--- src/rtl/hi_low_guesser_if.sv ---
// Hi-Low guesser bus: game control and hint inputs, guess and status outputs.
// The master side is the judge (or bench); the slave side is the guesser.
interface hi_low_guesser_if #(
  parameter int WIDTH = 4
);
  logic             start;
  logic             hint_valid;
  logic [1:0]       hint;
  logic [WIDTH-1:0] guess;
  logic             guess_valid;
  logic [2:0]       guesses_left;
  logic             won;
  logic             lost;
  logic             error;

  modport master (
    output start, hint_valid, hint,
    input  guess, guess_valid, guesses_left, won, lost, error
  );

  modport slave (
    input  start, hint_valid, hint,
    output guess, guess_valid, guesses_left, won, lost, error
  );
endinterface

--- src/rtl/hi_low_guesser.sv ---
// Automatic Hi-Low player: binary search over [lo, hi] driven by the judge's
// hints. Stops on a win, on running out of guesses, or on contradictory hints.
module hi_low_guesser #(
  parameter int WIDTH       = 4,
  parameter int MAX_GUESSES = 4
) (
  input  logic             clk,
  input  logic             reset,
  hi_low_guesser_if.slave  bus
);

  typedef enum logic [2:0] {
    S_IDLE  = 3'd0,
    S_ISSUE = 3'd1,
    S_WAIT  = 3'd2,
    S_WON   = 3'd3,
    S_LOST  = 3'd4
  } state_t;

  localparam logic [WIDTH-1:0] MAX_VAL = {WIDTH{1'b1}};
  localparam logic [2:0]       MAX_CNT = 3'(MAX_GUESSES);

  state_t           r_state, w_state_next;
  logic [WIDTH-1:0] r_lo, w_lo_next;
  logic [WIDTH-1:0] r_hi, w_hi_next;
  logic [WIDTH-1:0] r_guess, w_guess_next;
  logic [2:0]       r_count, w_count_next;
  logic             r_error, w_error_next;

  // Interval candidate after a too-low / too-high hint
  logic             w_adj;
  logic [WIDTH-1:0] w_adj_lo, w_adj_hi;
  logic [2:0]       w_cnt_dec;

  // Sum carried in WIDTH+1 bits so lo = hi = max cannot wrap
  function automatic logic [WIDTH-1:0] midpoint(input logic [WIDTH-1:0] a,
                                                input logic [WIDTH-1:0] b);
    logic [WIDTH:0] s;
    s = {1'b0, a} + {1'b0, b};
    return s[WIDTH:1];
  endfunction

  // State and datapath registers
  always_ff @(posedge clk or posedge reset) begin
    if (reset) begin
      r_state <= S_IDLE;
      r_lo    <= '0;
      r_hi    <= MAX_VAL;
      r_guess <= '0;
      r_count <= MAX_CNT;
      r_error <= 1'b0;
    end else begin
      r_state <= w_state_next;
      r_lo    <= w_lo_next;
      r_hi    <= w_hi_next;
      r_guess <= w_guess_next;
      r_count <= w_count_next;
      r_error <= w_error_next;
    end
  end

  // Next-state and datapath update
  always_comb begin
    w_state_next = r_state;
    w_lo_next    = r_lo;
    w_hi_next    = r_hi;
    w_guess_next = r_guess;
    w_count_next = r_count;
    w_error_next = r_error;
    w_adj        = 1'b0;
    w_adj_lo     = r_lo;
    w_adj_hi     = r_hi;
    // Saturating decrement: count never wraps below zero
    w_cnt_dec    = (r_count != 3'd0) ? (r_count - 3'd1) : 3'd0;

    case (r_state)
      S_IDLE, S_WON, S_LOST: begin
        if (bus.start) begin
          w_lo_next    = '0;
          w_hi_next    = MAX_VAL;
          w_count_next = MAX_CNT;
          w_error_next = 1'b0;
          w_guess_next = midpoint('0, MAX_VAL);
          w_state_next = S_ISSUE;
        end
      end

      S_ISSUE: w_state_next = S_WAIT;

      S_WAIT: begin
        if (bus.hint_valid) begin
          case (bus.hint)
            2'b11: begin
              w_count_next = w_cnt_dec;
              w_state_next = S_WON;
            end
            2'b01: begin
              if (r_guess == MAX_VAL) begin
                // "too low" for the largest value is impossible
                w_error_next = 1'b1;
                w_state_next = S_LOST;
              end else begin
                w_adj    = 1'b1;
                w_adj_lo = r_guess + WIDTH'(1);
              end
            end
            2'b10: begin
              if (r_guess == '0) begin
                // "too high" for zero is impossible
                w_error_next = 1'b1;
                w_state_next = S_LOST;
              end else begin
                w_adj    = 1'b1;
                w_adj_hi = r_guess - WIDTH'(1);
              end
            end
            default: ;
          endcase

          if (w_adj) begin
            w_lo_next    = w_adj_lo;
            w_hi_next    = w_adj_hi;
            w_count_next = w_cnt_dec;
            if (w_adj_lo > w_adj_hi) begin
              // Empty interval: earlier hints contradicted each other
              w_error_next = 1'b1;
              w_state_next = S_LOST;
            end else if (w_cnt_dec == 3'd0) begin
              w_state_next = S_LOST;
            end else begin
              w_guess_next = midpoint(w_adj_lo, w_adj_hi);
              w_state_next = S_ISSUE;
            end
          end
        end
      end

      default: w_state_next = S_IDLE;
    endcase
  end

  // Moore-decoded outputs
  assign bus.guess        = r_guess;
  assign bus.guess_valid  = (r_state == S_ISSUE);
  assign bus.guesses_left = r_count;
  assign bus.won          = (r_state == S_WON);
  assign bus.lost         = (r_state == S_LOST);
  assign bus.error        = r_error;

endmodule

--- src/flat_wrapper.sv ---
// flat-port wrapper written by rule: the top's interface ports become plain ports
module hi_low_guesser_flat 
#(
  parameter int WIDTH       = 4,
  parameter int MAX_GUESSES = 4
)
  (clk, reset, bus_start, bus_hint_valid, bus_hint, bus_guess, bus_guess_valid, bus_guesses_left, bus_won, bus_lost, bus_error);
  hi_low_guesser_if #(.WIDTH(WIDTH)) bus_i ();
  input  logic clk;
  input  logic reset;
  input wire logic [$bits(bus_i.start)-1:0] bus_start;
  input wire logic [$bits(bus_i.hint_valid)-1:0] bus_hint_valid;
  input wire logic [$bits(bus_i.hint)-1:0] bus_hint;
  output wire logic [$bits(bus_i.guess)-1:0] bus_guess;
  output wire logic [$bits(bus_i.guess_valid)-1:0] bus_guess_valid;
  output wire logic [$bits(bus_i.guesses_left)-1:0] bus_guesses_left;
  output wire logic [$bits(bus_i.won)-1:0] bus_won;
  output wire logic [$bits(bus_i.lost)-1:0] bus_lost;
  output wire logic [$bits(bus_i.error)-1:0] bus_error;
  assign bus_i.start = bus_start;
  assign bus_i.hint_valid = bus_hint_valid;
  assign bus_i.hint = bus_hint;
  assign bus_guess = bus_i.guess;
  assign bus_guess_valid = bus_i.guess_valid;
  assign bus_guesses_left = bus_i.guesses_left;
  assign bus_won = bus_i.won;
  assign bus_lost = bus_i.lost;
  assign bus_error = bus_i.error;
  hi_low_guesser #(.WIDTH(WIDTH), .MAX_GUESSES(MAX_GUESSES)) u_core (.clk(clk), .reset(reset), .bus(bus_i));
endmodule
--- config.mk ---
export PLATFORM = sky130hd
export DESIGN_NAME = hi_low_guesser_flat
export DESIGN_NICKNAME = d
export VERILOG_FILES = /design/src/rtl/hi_low_guesser_if.sv /design/src/rtl/hi_low_guesser.sv /design/src/flat_wrapper.sv
export SDC_FILE = /design/constraint.sdc
export NUM_CORES = 1
export LEC_CHECK = 0
export ABC_AREA = 1
export CAP_MARGIN = 20
export CORE_MARGIN = 2
export CORE_UTILIZATION = 26
export CTS_CLUSTER_SIZE = 14
export DETAILED_ROUTE_END_ITERATION = 16
export DONT_BUFFER_PORTS = 1
export GPL_ROUTABILITY_DRIVEN = 0
export PLACE_DENSITY = 0.48
export SLEW_MARGIN = 20
export SYNTH_ARGS = -nofsm -noshare
export SYNTH_HDL_FRONTEND = slang
export SYNTH_SLANG_ARGS = --single-unit
--- constraint.sdc ---
create_clock -name clk -period 3.1 [get_ports clk]
set_input_delay 0.775 -clock clk [delete_from_list [all_inputs] [get_ports clk]]
set_output_delay 0.775 -clock clk [all_outputs]
set_load 0.05 [all_outputs]
==> summary.txt <==
Status
  – Run status: complete, no violations

Global route
  – Total grt overflow: 0
  – Global-route wire length before repair: about 6000 um
  – Met3 Resource Use GR: about 2.1%
  – Most Used Layer, Global Route: met2
  – Met2 GRT Util: 19.83%
  – Maximum number of pins on one net before global-route repair: 20
  – Initial antenna violation count: 0
  – Via count of the first global-routing pass: between 1,000 and 1,500
  – GR Util All Layers: 12.33%
  – M1 GR Usage: 15.72%

Worst setup path
  – CP max FO: 6
  – Family of cells with the greatest summed delay on the critical path: compound AO/OA/AOI/OAI gates
  – Worst Path Buf+Inv: 4
  – Element type at the critical path start: flop
  – Critical path cell sequence: inv_1 -> ha_1 -> nand3_1 -> nand2_2 -> inv_1 -> o21ai_0 -> ha_1 -> inv_1 -> a21oi_1 -> nand2_1 -> nand2_1 -> a21oi_1 -> inv_1 -> nand2_2 -> nand2_1 -> nand2_1
  – CP Class: flop to flop
  – Timing endpoint of the critical path: u_core.bus.guess[2]
  – Reg2reg start: u_core.bus.guess[0]
  – Worst R2R Path Depth: 16
  – Number of cells on the critical path: 16
  – Standard cell with the maximum stage delay on the critical path: dfrtp_1
  – Worst setup path start: u_core.bus.guess[0]
  – R2R setup slack: roughly 380 ps
  – Critical Path Sink Type: flop
  – Arrival time worst endpoint: about 2900 ps
  – Longest individual stage delay on the worst path: ~450 ps
  – Data required, critical path: 3310 ps
  – Worst r2r dst: u_core.bus.guess[2]

Floorplan
  – Initial core utilization: between 20% and 30%
  – Placeable core region: between 0.005 and 0.006 mm^2
  – Vertical die dimension: a little over 80 um
  – Die width: between 80 and 90 um
  – Rows: 28
  – I/O pin count: 17
  – DIE AREA: approximately 0.0066 mm^2

Final layout
  – Non-Filler Cell Area, Final: 0.001737 mm^2
  – Most used cells in the layout excluding fill and tap cells: nand2_1 (58), inv_1 (30), o21ai_0 (18)
  – Number of diodes: 0
  – Share of post-route cells with drive strength above 1: between 15 and 20%
  – Post-route non-filler standard cell count: around 300
  – Synthesis-to-layout area growth: 12.30%
  – Final-stage net count: around 250
  – Most frequent standard cell in the layout excluding fill and tap cells: nand2_1

Synth
  – Number of distinct library cells after synthesis: 28
  – Cells taking the most area after synthesis: dfrtp_1 (23%), nand2_1 (14%), ha_1 (12%), dfstp_2 (8.5%), inv_1 (7.3%)
  – Post-Syn Nets: around 240
  – Average size of a mapped cell: approximately 7.2 um^2
  – Count of synthesis-stage warnings from yosys: 0
  – Number of instances in the synthesized netlist: between 200 and 250
  – Top cell type by total area after synthesis: dfrtp_1
  – Post-synth top area share: 22.65%
  – Flop and latch count out of synthesis: 19
  – Proportion of synthesized chip area in sequential cells: around 31%
  – Area of the mapped netlist: ~0.0015 mm^2

Clock network
  – Depth of the CTS H-tree: 1
  – Resized cells post-CTS: 0
  – Clock Tree Buf Depth: 2
  – TritonCTS clock tree: yes
  – Sinks on Clock Net: 19
  – CTS Buf Count: 3
  – Clock latency on the worst-skew pair: roughly 270 ps
  – Number of buffers inserted for hold repair after clock tree synthesis: 0
  – Clk root buf: clkbuf_8
  – Clock transition at path regs: about 80 ps
  – Setup fix buffers added after clock tree synthesis: 0

STA
  – Min Clock Period, post-route: between 2000 and 3000 ps
  – Final Hold Slack: roughly 480 ps
  – Actual transition at the worst max-transition pin: between 800 and 900 ps
  – Total negative slack: 0 ps
  – Setup violators final: 0
  – Pins Over Slew Limit: 0
  – Final Hold Violating Endpoints: 0
  – Final clock skew: 1.779 ps
  – Fmax achieved: around 370 MHz
  – Final period utilization: between 80% and 90%
  – Normalized max-slew margin: about two fifths
  – RSZ-0062 raised after global routing: false

Placement
  – # placed instances: roughly 300
  – Number of buffer cells added on primary ports: 0
  – DP HPWL: about 2800 um
  – Post-detailed-placement cell area: about 0.0017 mm^2

Route
  – Drt first pass iters: 4
  – DRC violation count after routing: 0
  – Wire length per cell: 11.94 um
  – Total number of vias: approximately 1,300
  – Via density: around 4.4
  – First-iteration detailed-routing DRC count: between 70 and 80
  – Wire length reported by the detailed router: ~3600 um
  – Antenna violation net count after detailed routing: 0

Job
  – Max cap viols: 0

Power and ir drop
  – P_leak: roughly 0.00092 uW
  – Power per unit of standard cell area: approximately 1100 mW/mm^2
  – VDD IR-drop max: ~0.28 mV
  – Total Power Consumption: around 1900 uW

Min path
  – Type of the most critical hold path: flop to flop
kinds of logic (layout without fill, tap and decap cells):
logic type / count (synthesis) / in the layout / share of synthesized area (%)
compound gates: 41 / 41 / 14.89
mux: 1 / 1 / 0.7281
simple gates: 100 / 100 / 28.96
flops: 19 / 19 / 31.15
xor+xnor: 2 / 2 / 1.133
fa+ha+maj: 16 / 16 / 13.43
buf+inv: 37 / 47 / 9.708
flip-flops by register name, summed over array words and instances, names as in the netlist:
name and flops:
u_core.bus.guesses_left 3, u_core.r_state 3, u_core.r_hi 4, u_core.bus.guess 4, u_core.r_lo 4, u_core.bus.error 1
synth_stat cells:
| library cell | n |
|---|---|
| nand2_1 | 58 |
| inv_1 | 30 |
| o21ai_0 | 18 |
| nor2_1 | 16 |
| ha_1 | 15 |
| dfrtp_1 | 14 |
| nand3_1 | 12 |
| a21oi_1 | 9 |
| o21ai_1 | 9 |
| dfstp_2 | 5 |
| nand2_2 | 5 |
| inv_2 | 4 |
| nand2_4 | 2 |
| nor2_4 | 2 |
| o21ai_2 | 2 |
| or2_2 | 2 |
| xor2_1 | 2 |
| a21boi_1 | 1 |
| a21oi_2 | 1 |
| a21oi_4 | 1 |
| buf_4 | 1 |
| buf_6 | 1 |
| clkbuf_1 | 1 |
| fa_1 | 1 |
| mux2_2 | 1 |
| nand3_2 | 1 |
| nor2_2 | 1 |
| nor3_1 | 1 |
per-layer routing:
metal / wire (um) / vias up
li1: - / 697
met1: 1692 / 607
met2: 1677 / 16
met3: 149 / 5
met4: 74 / 0
met5: 0 / -
tightest hold or removal path: stages, from the launching register on:
cell,delay (ps)
dfstp_2,370
nand2_1,50
o21ai_1,50
how the worst min path moves through the flow:
| stage | startpoint | to | slack (ps) | depth (start not counted) |
|---|---|---|---|---|
| 2_1_floorplan | u_core.r_lo[1] | u_core.r_lo[1] | 440 | 2 |
| 3_3_place_gp | u_core.r_hi[0] | u_core.r_hi[0] | 470 | 2 |
| 3_5_place_dp | u_core.r_hi[1] | u_core.r_hi[1] | 470 | 2 |
| 4_1_cts | u_core.r_hi[1] | u_core.r_hi[1] | 480 | 2 |
| 5_1_grt | u_core.r_hi[0] | u_core.r_hi[0] | 500 | 2 |
| 6_report | u_core.r_hi[1] | u_core.r_hi[1] | 480 | 2 |
per-stage QoR:
stage          utilization [%]  setup slack (ps)
6_report                 29.68             376.3
5_1_grt                  29.68             69.66
4_1_cts                  29.68             399.3
3_5_place_dp             28.89             239.4
3_3_place_gp             28.89             231.0
2_1_floorplan                -             276.4
layout make-up:
type	instances	area, um^2
flip-flops and latches	19	481.7
clock buffers	3	41.29
well taps	75	93.84
repair buffers	9	67.56
clock inverters	1	5.005
inverters	34	127.6
fillers	640	4114
multi-input cells	160	919.6
where the power goes:
| part | switching, uW | internal [uW] |
|---|---|---|
| registers | 155 | 376 |
| clock network | 97.1 | 89.9 |
| logic | 824 | 392 |
| total | 1080 | 858 |
No activity file was read; power rests on OpenSTA's default activity.
